$ cat src/rtl/jump_enc_pkg.sv
// Shared constants, result entry type and encode helper for the jump_encoder slice.
package jump_enc_pkg;

  localparam logic [5:0] OPC_J   = 6'h02;
  localparam logic [5:0] OPC_JAL = 6'h03;

  localparam int ERR_MIS = 0;
  localparam int ERR_REG = 1;

  localparam int REGION_HI = 31;
  localparam int REGION_LO = 28;

  typedef struct packed {
    logic [31:0] instr;
    logic [1:0]  err;
  } jenc_entry_t;

  // Erroring targets encode to a NOP so a bad patch never writes a live jump.
  function automatic jenc_entry_t jenc_encode(
    input logic [3:0]  pc_region,
    input logic [31:0] target,
    input logic [5:0]  opcode
  );
    jenc_entry_t e;
    e.err          = 2'b00;
    e.err[ERR_MIS] = (target[1:0] != 2'b00);
    e.err[ERR_REG] = (target[REGION_HI:REGION_LO] != pc_region);
    e.instr        = (e.err == 2'b00) ? {opcode, target[27:2]} : 32'h0000_0000;
    return e;
  endfunction

endpackage

$ cat src/rtl/jump_enc_fifo.sv
// DEPTH-entry synchronous FIFO of encoded jump results.
// The read port holds the last popped entry while the FIFO is empty.
module jump_enc_fifo
  import jump_enc_pkg::*;
#(
  parameter int DEPTH = 2
) (
  input  logic                   clk,
  input  logic                   rst_n,
  input  logic                   push,
  input  logic                   pop,
  input  jenc_entry_t            wdata,
  output jenc_entry_t            rdata,
  output logic                   full,
  output logic                   empty,
  output logic [$clog2(DEPTH):0] count
);

  localparam int AW = $clog2(DEPTH);
  localparam logic [AW:0]   FULL_COUNT = (AW + 1)'(DEPTH);
  localparam logic [AW:0]   COUNT_ONE  = (AW + 1)'(1);
  localparam logic [AW-1:0] PTR_ONE    = AW'(1);

  jenc_entry_t   mem [DEPTH];
  jenc_entry_t   hold_q;
  logic [AW-1:0] wr_ptr;
  logic [AW-1:0] rd_ptr;
  logic          do_push;
  logic          do_pop;

  assign full    = (count == FULL_COUNT);
  assign empty   = (count == '0);
  assign do_push = push && !full;
  assign do_pop  = pop && !empty;
  assign rdata   = empty ? hold_q : mem[rd_ptr];

  // Pointers wrap naturally because DEPTH is a power of two.
  always_ff @(posedge clk or negedge rst_n) begin
    if (!rst_n) begin
      wr_ptr <= '0;
      rd_ptr <= '0;
      count  <= '0;
      hold_q <= '0;
      for (int i = 0; i < DEPTH; i++) begin
        mem[i] <= '0;
      end
    end else begin
      if (do_push) begin
        mem[wr_ptr] <= wdata;
        wr_ptr      <= wr_ptr + PTR_ONE;
      end
      if (do_pop) begin
        hold_q <= mem[rd_ptr];
        rd_ptr <= rd_ptr + PTR_ONE;
      end
      case ({do_push, do_pop})
        2'b10:   count <= count + COUNT_ONE;
        2'b01:   count <= count - COUNT_ONE;
        default: count <= count;
      endcase
    end
  end

endmodule

$ cat src/rtl/jump_encoder.sv
// Packs absolute jump targets into J-type words, flagging misaligned or out-of-region targets.
// Defining JUMP_ENC_STATS_EN adds saturating good/error result counters cnt_ok and cnt_err.
module jump_encoder
  import jump_enc_pkg::*;
#(
  parameter int DEPTH = 2
) (
  input  logic        clk,
  input  logic        rst_n,
  input  logic        in_valid,
  output logic        in_ready,
  input  logic [31:0] in_pc,
  input  logic [31:0] in_target,
  input  logic [5:0]  in_opcode,
  output logic        out_valid,
  input  logic        out_ready,
  output logic [31:0] out_instr,
  output logic [1:0]  out_err,
  output logic        err_sticky,
  input  logic        clr_err
`ifdef JUMP_ENC_STATS_EN
  ,
  output logic [15:0] cnt_ok,
  output logic [15:0] cnt_err
`endif
);

  localparam int CW = $clog2(DEPTH) + 1;
  localparam logic [CW-1:0] FULL_COUNT = CW'(DEPTH);

  logic          ready_q;
  jenc_entry_t   enc;
  jenc_entry_t   head;
  logic          push;
  logic          pop;
  logic          push_err;
  logic          empty;
  logic          unused_full;
  logic [CW-1:0] count;
  logic          unused_pc_low;

  assign enc           = jenc_encode(in_pc[REGION_HI:REGION_LO], in_target, in_opcode);
  assign unused_pc_low = ^in_pc[REGION_LO-1:0];

  // ready_q keeps in_ready low until the first clock after reset release.
  always_ff @(posedge clk or negedge rst_n) begin
    if (!rst_n) begin
      ready_q <= 1'b0;
    end else begin
      ready_q <= 1'b1;
    end
  end

  assign in_ready  = ready_q && (count < FULL_COUNT);
  assign push      = in_valid && in_ready;
  assign out_valid = !empty;
  assign pop       = out_valid && out_ready;
  assign push_err  = push && (enc.err != 2'b00);
  assign out_instr = head.instr;
  assign out_err   = head.err;

  jump_enc_fifo #(
    .DEPTH (DEPTH)
  ) u_fifo (
    .clk   (clk),
    .rst_n (rst_n),
    .push  (push),
    .pop   (pop),
    .wdata (enc),
    .rdata (head),
    .full  (unused_full),
    .empty (empty),
    .count (count)
  );

  // A new error on the same edge as clr_err keeps the flag set.
  always_ff @(posedge clk or negedge rst_n) begin
    if (!rst_n) begin
      err_sticky <= 1'b0;
    end else if (push_err) begin
      err_sticky <= 1'b1;
    end else if (clr_err) begin
      err_sticky <= 1'b0;
    end
  end

`ifdef JUMP_ENC_STATS_EN
  logic push_ok;
  assign push_ok = push && (enc.err == 2'b00);

  // A clear restarts counting, so a push on the clearing edge is still counted.
  always_ff @(posedge clk or negedge rst_n) begin
    if (!rst_n) begin
      cnt_ok  <= 16'd0;
      cnt_err <= 16'd0;
    end else if (clr_err) begin
      cnt_ok  <= {15'd0, push_ok};
      cnt_err <= {15'd0, push_err};
    end else begin
      if (push_ok && (cnt_ok != 16'hFFFF)) begin
        cnt_ok <= cnt_ok + 16'd1;
      end
      if (push_err && (cnt_err != 16'hFFFF)) begin
        cnt_err <= cnt_err + 16'd1;
      end
    end
  end
`endif

endmodule

$ cat config.mk
export PLATFORM = sky130hd
export DESIGN_NAME = jump_encoder
export DESIGN_NICKNAME = d
export VERILOG_FILES = /design/src/rtl/jump_enc_pkg.sv /design/src/rtl/jump_enc_fifo.sv /design/src/rtl/jump_encoder.sv
export SDC_FILE = /design/constraint.sdc
export NUM_CORES = 1
export LEC_CHECK = 0
export CORE_AREA = 2 2 116 118
export CTS_CLUSTER_SIZE = 16
export DETAILED_ROUTE_END_ITERATION = 8
export DIE_AREA = 0 0 118 120
export GPL_TIMING_DRIVEN = 1
export HOLD_SLACK_MARGIN = 0.06
export PLACE_DENSITY = 0.74
export SETUP_SLACK_MARGIN = 0.4
export SYNTH_ARGS = -nofsm -noshare
export SYNTH_HDL_FRONTEND = slang
export SYNTH_SLANG_ARGS = --single-unit
$ cat constraint.sdc
create_clock -name clk -period 1.6 [get_ports clk]
set_input_delay 0.16 -clock clk [delete_from_list [all_inputs] [get_ports clk]]
set_output_delay 0.16 -clock clk [all_outputs]
set_load 0.05 [all_outputs]
==> results.py, run 1 <==
metrics = {
    "status": {
        "status": "finished, violations left",
        "violations": "setup timing",
    },
    "finish": {
        "regArea_um2": 2710,
        "area_growth_pct": 107,
        "post-route-util_pct": 81.2,
        "fin_cells": 838,
        "antennaDiodeCount": 0,
        "fillCellCount": 575,
        "layout-drive-gt1-share_pct": 66.2,
        "multi_input_area_um2": 4350,
        "nets": 733,
    },
    "worst_setup_path": {
        "crit_type": "reg -> out",
        "crit_path_end_kind": "output pin",
        "r2r-start": "u_fifo.count[1]",
        "start_kind": "register",
        "critical_path_arrival_ns": 1.72,
        "crit_fanout": 8,
        "slowest_delay_ns": 0.46,
        "critPathLaunch": "u_fifo.rd_ptr",
        "path_cells": "buf_6 > mux2i_2 > a21oi_4 > buf_12",
        "cp_slowest_cell": "dfrtp_2",
        "cp.required_ns": 1.44,
    },
    "detailed_routing": {
        "drt_iter0_drc": 503,
        "vias_per_cell": 6.09,
        "ant_nets": 0,
        "post_drt_wl_per_cell_um": 29.0,
        "drt_pass1_iterations": 7,
        "wl_um": 24300,
        "route.detailed.drc": 0,
        "num_vias": 5103,
    },
    "sta": {
        "clock.fmax_mhz": 532,
        "fin_crit_sh_pct": 117,
        "fin_ws_ns": -0.278,
        "grt_setup_unrepaired": "true",
        "setup_viol": 128,
        "finalCriticalPeriod_ns": 1.88,
        "skew_ns": 0.0172,
        "relSlewSlack_pct": 49.3,
        "hold_violations": 0,
        "max_slew.worst_pin.slew_ns": 0.760,
        "drv_slew": 0,
    },
    "grt": {
        "antenna_found_initial": 0,
        "grt_pass1_wl_um": 30800,
        "grt_max_degree": 67,
        "gr-usage-met3_pct": 5.23,
        "overflow": 0,
        "use_met2_pct": 50.0,
        "top_usage_layer": "met2",
        "grtUsageMet1_pct": 35.0,
        "grt_pass1_vias": 5321,
        "grt.total_usage_pct": 28.8,
    },
    "synthesis": {
        "synth_top_family_by_area": "compound AO/OA/AOI/OAI gates",
        "postSynthAreaPerCell_um2": 9.93,
        "synth_cell_types": 29,
        "synth_fa_ha_area_share_pct": 0.246,
        "synth_xor_area_share_pct": 1.38,
        "synth_compound_area_share_pct": 19.6,
        "syn_area_um2": 5090,
        "synth_fp_nets": 589,
        "ys_seq_elements": 108,
        "synthSimpleGateAreaFrac_pct": 13.6,
        "synth_mux_area_share_pct": 7.12,
        "synth_cells": 513,
        "yosysSeqAreaShare_pct": 53.0,
        "yosys_warnings": 0,
    },
    "die": {
        "rows": 42,
        "die_w_um": 118,
        "die_area_um2": 14200,
        "die_y_um": 120,
        "start_util_pct": 39.3,
        "core_area_um2": 13000,
        "io_pins": 112,
    },
    "clock_network": {
        "clock_sinks": 108,
        "worstSkewPairLatency_ns": 0.38,
        "clk_pin_slew_worst_paths_ns": 0.07,
        "clockBufferDepth": 2,
        "cts_tree": "built",
        "htree_levels": 3,
        "clock-root-buffer": "clkbuf_16",
        "cts_made_buffers": 9,
    },
    "flow_run": {
        "drv_cap": 0,
    },
    "place": {
        "post-dp-hpwl_um": 8030,
        "portBuffers": 83,
        "numPlacedInstances": 752,
        "gp_congestion": 0.771,
    },
    "power_and_ir_drop": {
        "vdd_drop_max_mv": 0.993,
        "p_leak_nw": 4.13,
        "power_density_nw_per_um2": 1660,
    },
    "hold_path": {
        "hold_path_class": "in -> async",
    },
}
## worst max-delay path: cells and delay by family (launching register included)
family | cells | cell delay (ns)
AO/OA/AOI/OAI | 1 | 0.11
flip-flops | 1 | 0.46
buffers and inverters | 2 | 0.41
multiplexers | 1 | 0.37
## cell usage after synthesis
cell type	count	share of area (%)
xor2_1	1	0.17
conb_1	1	0.074
nor2_4	1	0.22
o31ai_2	30	7.4
a31o_1	1	0.17
buf_1	1	0.074
dfrtp_1	108	53
o31ai_1	34	5.0
clkbuf_1	11	0.81
nand3b_1	1	0.15
a21oi_1	34	3.3
nand2_1	134	9.9
nor2_1	35	2.6
nand4b_1	1	0.17
o21ai_1	4	0.39
buf_2	23	2.3
o21ai_0	33	3.2
xnor2_1	7	1.2
buf_4	5	0.74
o22ai_1	1	0.12
nor2b_1	1	0.12
mux2_1	2	0.44
buf_6	4	0.88
nand4_1	1	0.12
ha_1	1	0.25
or2_1	1	0.12
mux2i_1	34	6.7
nand4bb_1	1	0.22
inv_1	2	0.15
## worst paths after layout
check	endpoint	slack, ns	depth (start not counted)
max	out_instr[4]	-0.28	4
min	u_fifo.mem[10]	0.25	2
max reg2reg	u_fifo.hold_q[10]	-0.15	10
min reg2reg	u_fifo.hold_q[22]	0.53	2
max in group asynchronous	u_fifo.hold_q[19]	0.76	3
min in group clk	u_fifo.mem[63]	0.43	3
## final cells by class
| class | instances | area share [%] |
|---|---|---|
| clock buffers | 12 | 2.43 |
| clock inverters | 4 | 0.522 |
| inverters | 2 | 0.0950 |
| multi-input cells | 359 | 41.3 |
| flip-flops and latches | 108 | 25.7 |
| well taps | 176 | 2.09 |
| repair buffers | 177 | 27.9 |
## cell usage in the layout, fill, tap and decap left out, types with 3 or more instances in the layout
master,Yosys,final
mux2i_2,0,17
xnor2_1,7,5
a21oi_4,0,34
o31ai_2,30,12
nand2_1,134,39
mux2i_4,0,17
buf_6,4,22
buf_12,0,68
o21ai_2,0,17
nor2_2,0,21
o31ai_4,0,52
nand2_2,0,17
o21ai_0,33,3
o21ai_1,4,16
buf_16,0,25
nand2_4,0,78
clkbuf_16,0,11
buf_4,5,10
clkdlybuf4s50_1,0,45
dfrtp_1,108,106
nor2_4,1,14
buf_8,0,4
## metrics by stage
stage	setup TNS [ns]	total power [mW]	worst slack [ns]	hold slack, ns	instance area [um^2]
after floorplan	0	7.99	0.0246	-0.136	5690
after global placement	-2.31	10.9	-0.127	0.0928	7080
after detailed placement	-5.02	11.0	-0.176	0.0944	7080
after CTS	-6.51	15.7	-0.184	0.266	9550
after global routing	-17.95	17.8	-0.316	0.282	10500
final	-12.72	17.5	-0.278	0.253	10500
## timing repair
action | CTS | global route
endpoints found under the setup margin | 143 | 143
hold buffers | 1 | 0
endpoints found under the hold margin | 76 | 0
gates resized for setup | 301 | 153
cloned | 25 | 2
buffers inserted | 31 | 11
pin swaps | 63 | 26
## cell families after synthesis
| kind of cell | Yosys count |
|---|---|
| xor+xnor | 8 |
| compound gates | 137 |
| buf+inv | 46 |
| other cells | 1 |
| flops | 108 |
| fa+ha+maj | 1 |
| mux | 36 |
| simple gates | 176 |
## sequential cells by signal (all words and copies together) (netlist names)
name / flops
err_sticky: 1
u_fifo.hold_q: 34
u_fifo.rd_ptr: 1
u_fifo.count: 2
u_fifo.mem: 68
u_fifo.wr_ptr: 1
ready_q: 1
## per-layer routing
metal	wire length [um]	share of wire, %
met5	0	0
met3	1470	6.1
met1	9550	39
met4	1200	4.9
met2	12100	50
## power by group
part | leakage (nW) | switching [mW] | internal (mW) | total, mW
registers | 1.48 | 0.346 | 2.97 | 3.32
logic | 2.50 | 6.21 | 5.49 | 11.7
clock network | 0.149 | 1.15 | 1.31 | 2.47
total | 4.13 | 7.71 | 9.77 | 17.5
No activity file was read; power rests on OpenSTA's default activity.
==> run 2: changes to the inputs <==
--- a/config.mk
+++ b/config.mk
@@ -6,11 +6,11 @@
 export NUM_CORES = 1
 export LEC_CHECK = 0
 export CORE_AREA = 2 2 116 118
-export CTS_CLUSTER_SIZE = 16
+export CTS_CLUSTER_SIZE = 12
 export DETAILED_ROUTE_END_ITERATION = 8
 export DIE_AREA = 0 0 118 120
 export GPL_TIMING_DRIVEN = 1
-export HOLD_SLACK_MARGIN = 0.06
+export HOLD_SLACK_MARGIN = 0.02
 export PLACE_DENSITY = 0.74
 export SETUP_SLACK_MARGIN = 0.4
 export SYNTH_ARGS = -nofsm -noshare
==> results of run 2 <==
The final DEF is identical to that of run 1; final timing and power are the same.
==> run 3: changes to the inputs <==
--- a/config.mk
+++ b/config.mk
@@ -5,14 +5,13 @@
 export SDC_FILE = /design/constraint.sdc
 export NUM_CORES = 1
 export LEC_CHECK = 0
-export CORE_AREA = 2 2 116 118
+export CORE_AREA = 2 2 124 126
 export CTS_CLUSTER_SIZE = 12
 export DETAILED_ROUTE_END_ITERATION = 8
-export DIE_AREA = 0 0 118 120
+export DIE_AREA = 0 0 126 128
 export GPL_TIMING_DRIVEN = 1
 export HOLD_SLACK_MARGIN = 0.02
-export PLACE_DENSITY = 0.74
-export SETUP_SLACK_MARGIN = 0.4
+export PLACE_DENSITY = 0.67
 export SYNTH_ARGS = -nofsm -noshare
 export SYNTH_HDL_FRONTEND = slang
 export SYNTH_SLANG_ARGS = --single-unit
==> results.py, run 3 (synthesized netlist as in run 1, its figures left out) <==
metrics = {
    "status": {
        "status": "finished, violations left",
        "violations": "setup timing",
    },
    "worst_setup_path": {
        "r2r_slack_ns": -0.15,
        "start_kind": "register",
        "critical_path_arrival_ns": 1.70,
        "crit_fanout": 7,
        "cp.required_ns": 1.44,
        "slowest_delay_ns": 0.39,
        "rr_worst_depth": 7,
        "crit_path_end_kind": "output pin",
        "r2r_end": "u_fifo.mem[24]",
        "crit_path_frequent_cell": "buf_12",
        "cp_slowest_cell": "dfrtp_1",
        "crit_type": "reg -> out",
        "path_delay_family": "buffers and inverters",
        "path_buf_inv": 3,
        "r2r-start": "u_fifo.count[1]",
        "path_cells": "or2_4 > buf_12 > buf_12 > nor2_2 > a21oi_4 > buf_12",
    },
    "sta": {
        "fin_crit_sh_pct": 116,
        "setup_viol": 60,
        "grt_setup_unrepaired": "true",
        "fin_tns_setup_ns": -9.81,
        "hold_violations": 0,
        "skew_ns": 0.00558,
        "finalCriticalPeriod_ns": 1.86,
        "relSlewSlack_pct": 63.4,
        "fin_ws_ns": -0.256,
        "drv_slew": 0,
        "clock.fmax_mhz": 539,
        "max_slew.worst_pin.slew_ns": 0.549,
    },
    "clock_network": {
        "clock_sinks": 108,
        "worstSkewPairLatency_ns": 0.35,
        "clockBufferDepth": 2,
        "htree_levels": 3,
        "clk_pin_slew_worst_paths_ns": 0.07,
        "cts_tree": "built",
        "clock-root-buffer": "clkbuf_16",
        "cts_made_buffers": 9,
    },
    "finish": {
        "top_regs": "u_fifo.mem (68), u_fifo.hold_q (34), u_fifo.count (2)",
        "layout-drive-gt1-share_pct": 37.7,
        "final_cell_mix": "nand2_1, dfrtp_1, buf_12",
        "largest_reg_flops": 68,
        "nets": 689,
        "final_common_cell": "nand2_1",
        "antennaDiodeCount": 0,
        "top_register": "u_fifo.mem",
        "fillCellCount": 1262,
        "area_growth_pct": 58.6,
    },
    "detailed_routing": {
        "drt_pass1_iterations": 4,
        "num_vias": 4114,
        "ant_nets": 0,
        "drt_iter0_drc": 200,
        "wl_um": 13400,
        "vias_per_cell": 5.10,
        "route.detailed.drc": 0,
        "post_drt_wl_per_cell_um": 16.7,
    },
    "die": {
        "io_pins": 112,
        "start_util_pct": 34.3,
        "die_y_um": 128,
        "die_w_um": 126,
        "core_area_um2": 14900,
        "die_area_um2": 16100,
        "rows": 45,
    },
    "place": {
        "post-dp-hpwl_um": 8560,
        "dpl_worst_slack_ns": -0.141,
        "gp_congestion": 0.758,
        "portBuffers": 83,
    },
    "power_and_ir_drop": {
        "pwr-share-comb_pct": 60.6,
        "power_density_nw_per_um2": 1700,
        "p_leak_nw": 3.34,
        "p_switching_mw": 5.71,
        "switching_share_pct": 41.6,
        "p_clk_share_pct": 16.6,
        "vdd_drop_max_mv": 1.09,
        "p_seq_share_pct": 22.8,
        "p_int_mw": 8.02,
    },
    "hold_path": {
        "hold_path_class": "in -> async",
    },
    "grt": {
        "grt_pass1_wl_um": 21400,
        "grt_max_degree": 70,
        "grt.total_usage_pct": 16.7,
        "antenna_found_initial": 0,
        "grt_pass1_vias": 4402,
        "overflow": 0,
    },
    "flow_run": {
        "drv_cap": 0,
    },
}
run 3: cell count changes in the layout (fill, tap and decap cells not counted), moves of 14 or more:
cell	change
nand2_1	+71
o31ai_4	-39
nand2_4	-70
o31ai_1	+30
buf_12	-14
mux2i_1	+26
mux2i_4	-15
o21ai_2	-17
o21ai_0	+30
buf_6	-19
buf_16	-23
run 3: cell type report:
cell class	count	area (um^2)	share of cell area, %
Sequential cell	108	2700	33.5
Multi-Input combinational cell	360	2860	35.4
Inverter	2	7.51	0.0929
Clock inverter	4	47.5	0.588
Tap cell	188	235	2.91
Clock buffer	12	256	3.17
Timing Repair Buffer	132	1970	24.4
run 3: timing repair:
item / 4_1_cts / 5_1_grt
hold endpoints to repair: 34 / 0
setup endpoints to repair: 35 / 76
pin swaps: 0 / 15
hold buffers: 1 / 0
gates resized for setup: 42 / 66
cloned: 2 / 9
setup buffers: 2 / 5
run 3: worst max path at each step:
stage,startpoint,to,slack [ns],cells after the start
after global placement,in_pc[30],err_sticky,-0.03,6
after detailed placement,in_pc[31],u_fifo.mem[54],-0.14,6
after CTS,u_fifo.count[1],out_instr[23],-0.26,5
after global routing,u_fifo.count[1],out_instr[25],-0.32,5
after floorplan,u_fifo.count[1],out_err[0],-0.26,4
final,u_fifo.count[1],out_instr[20],-0.26,6
run 3: through the flow:
| stage | cells | power [mW] | area (um^2) | hold slack [ns] | utilization [%] |
|---|---|---|---|---|---|
| 6_report | 806 | 13.7 | 8080 | 0.340 | 54.4 |
| 3_5_place_dp | 771 | 10.7 | 7010 | 0.182 | 47.2 |
| 4_1_cts | 792 | 13.5 | 7520 | 0.345 | 50.6 |
| 2_1_floorplan | 513 | 7.42 | 5370 | -0.136 | - |
| 3_3_place_gp | 771 | 10.6 | 7010 | 0.173 | 47.2 |
| 5_1_grt | 806 | 14.3 | 8080 | 0.378 | 54.4 |
run 3: power by group through the flow:
stage | registers (mW) | clock network (mW) | logic, mW
global route | 3.16 | 2.45 | 8.71
detailed placement | 3.16 | 0 | 7.57
global placement | 3.14 | 0 | 7.46
CTS | 3.12 | 2.34 | 8.02
floorplan | 3.16 | 0 | 4.26
finish | 3.13 | 2.28 | 8.32
run 3: layer usage:
metal	track usage, %	vias to the layer above	wire length, um
met5	0	-	0
met4	6.08	0	269
met3	4.05	20	557
met2	28.9	104	6950
met1	20.2	2017	5670
li1	-	1973	-
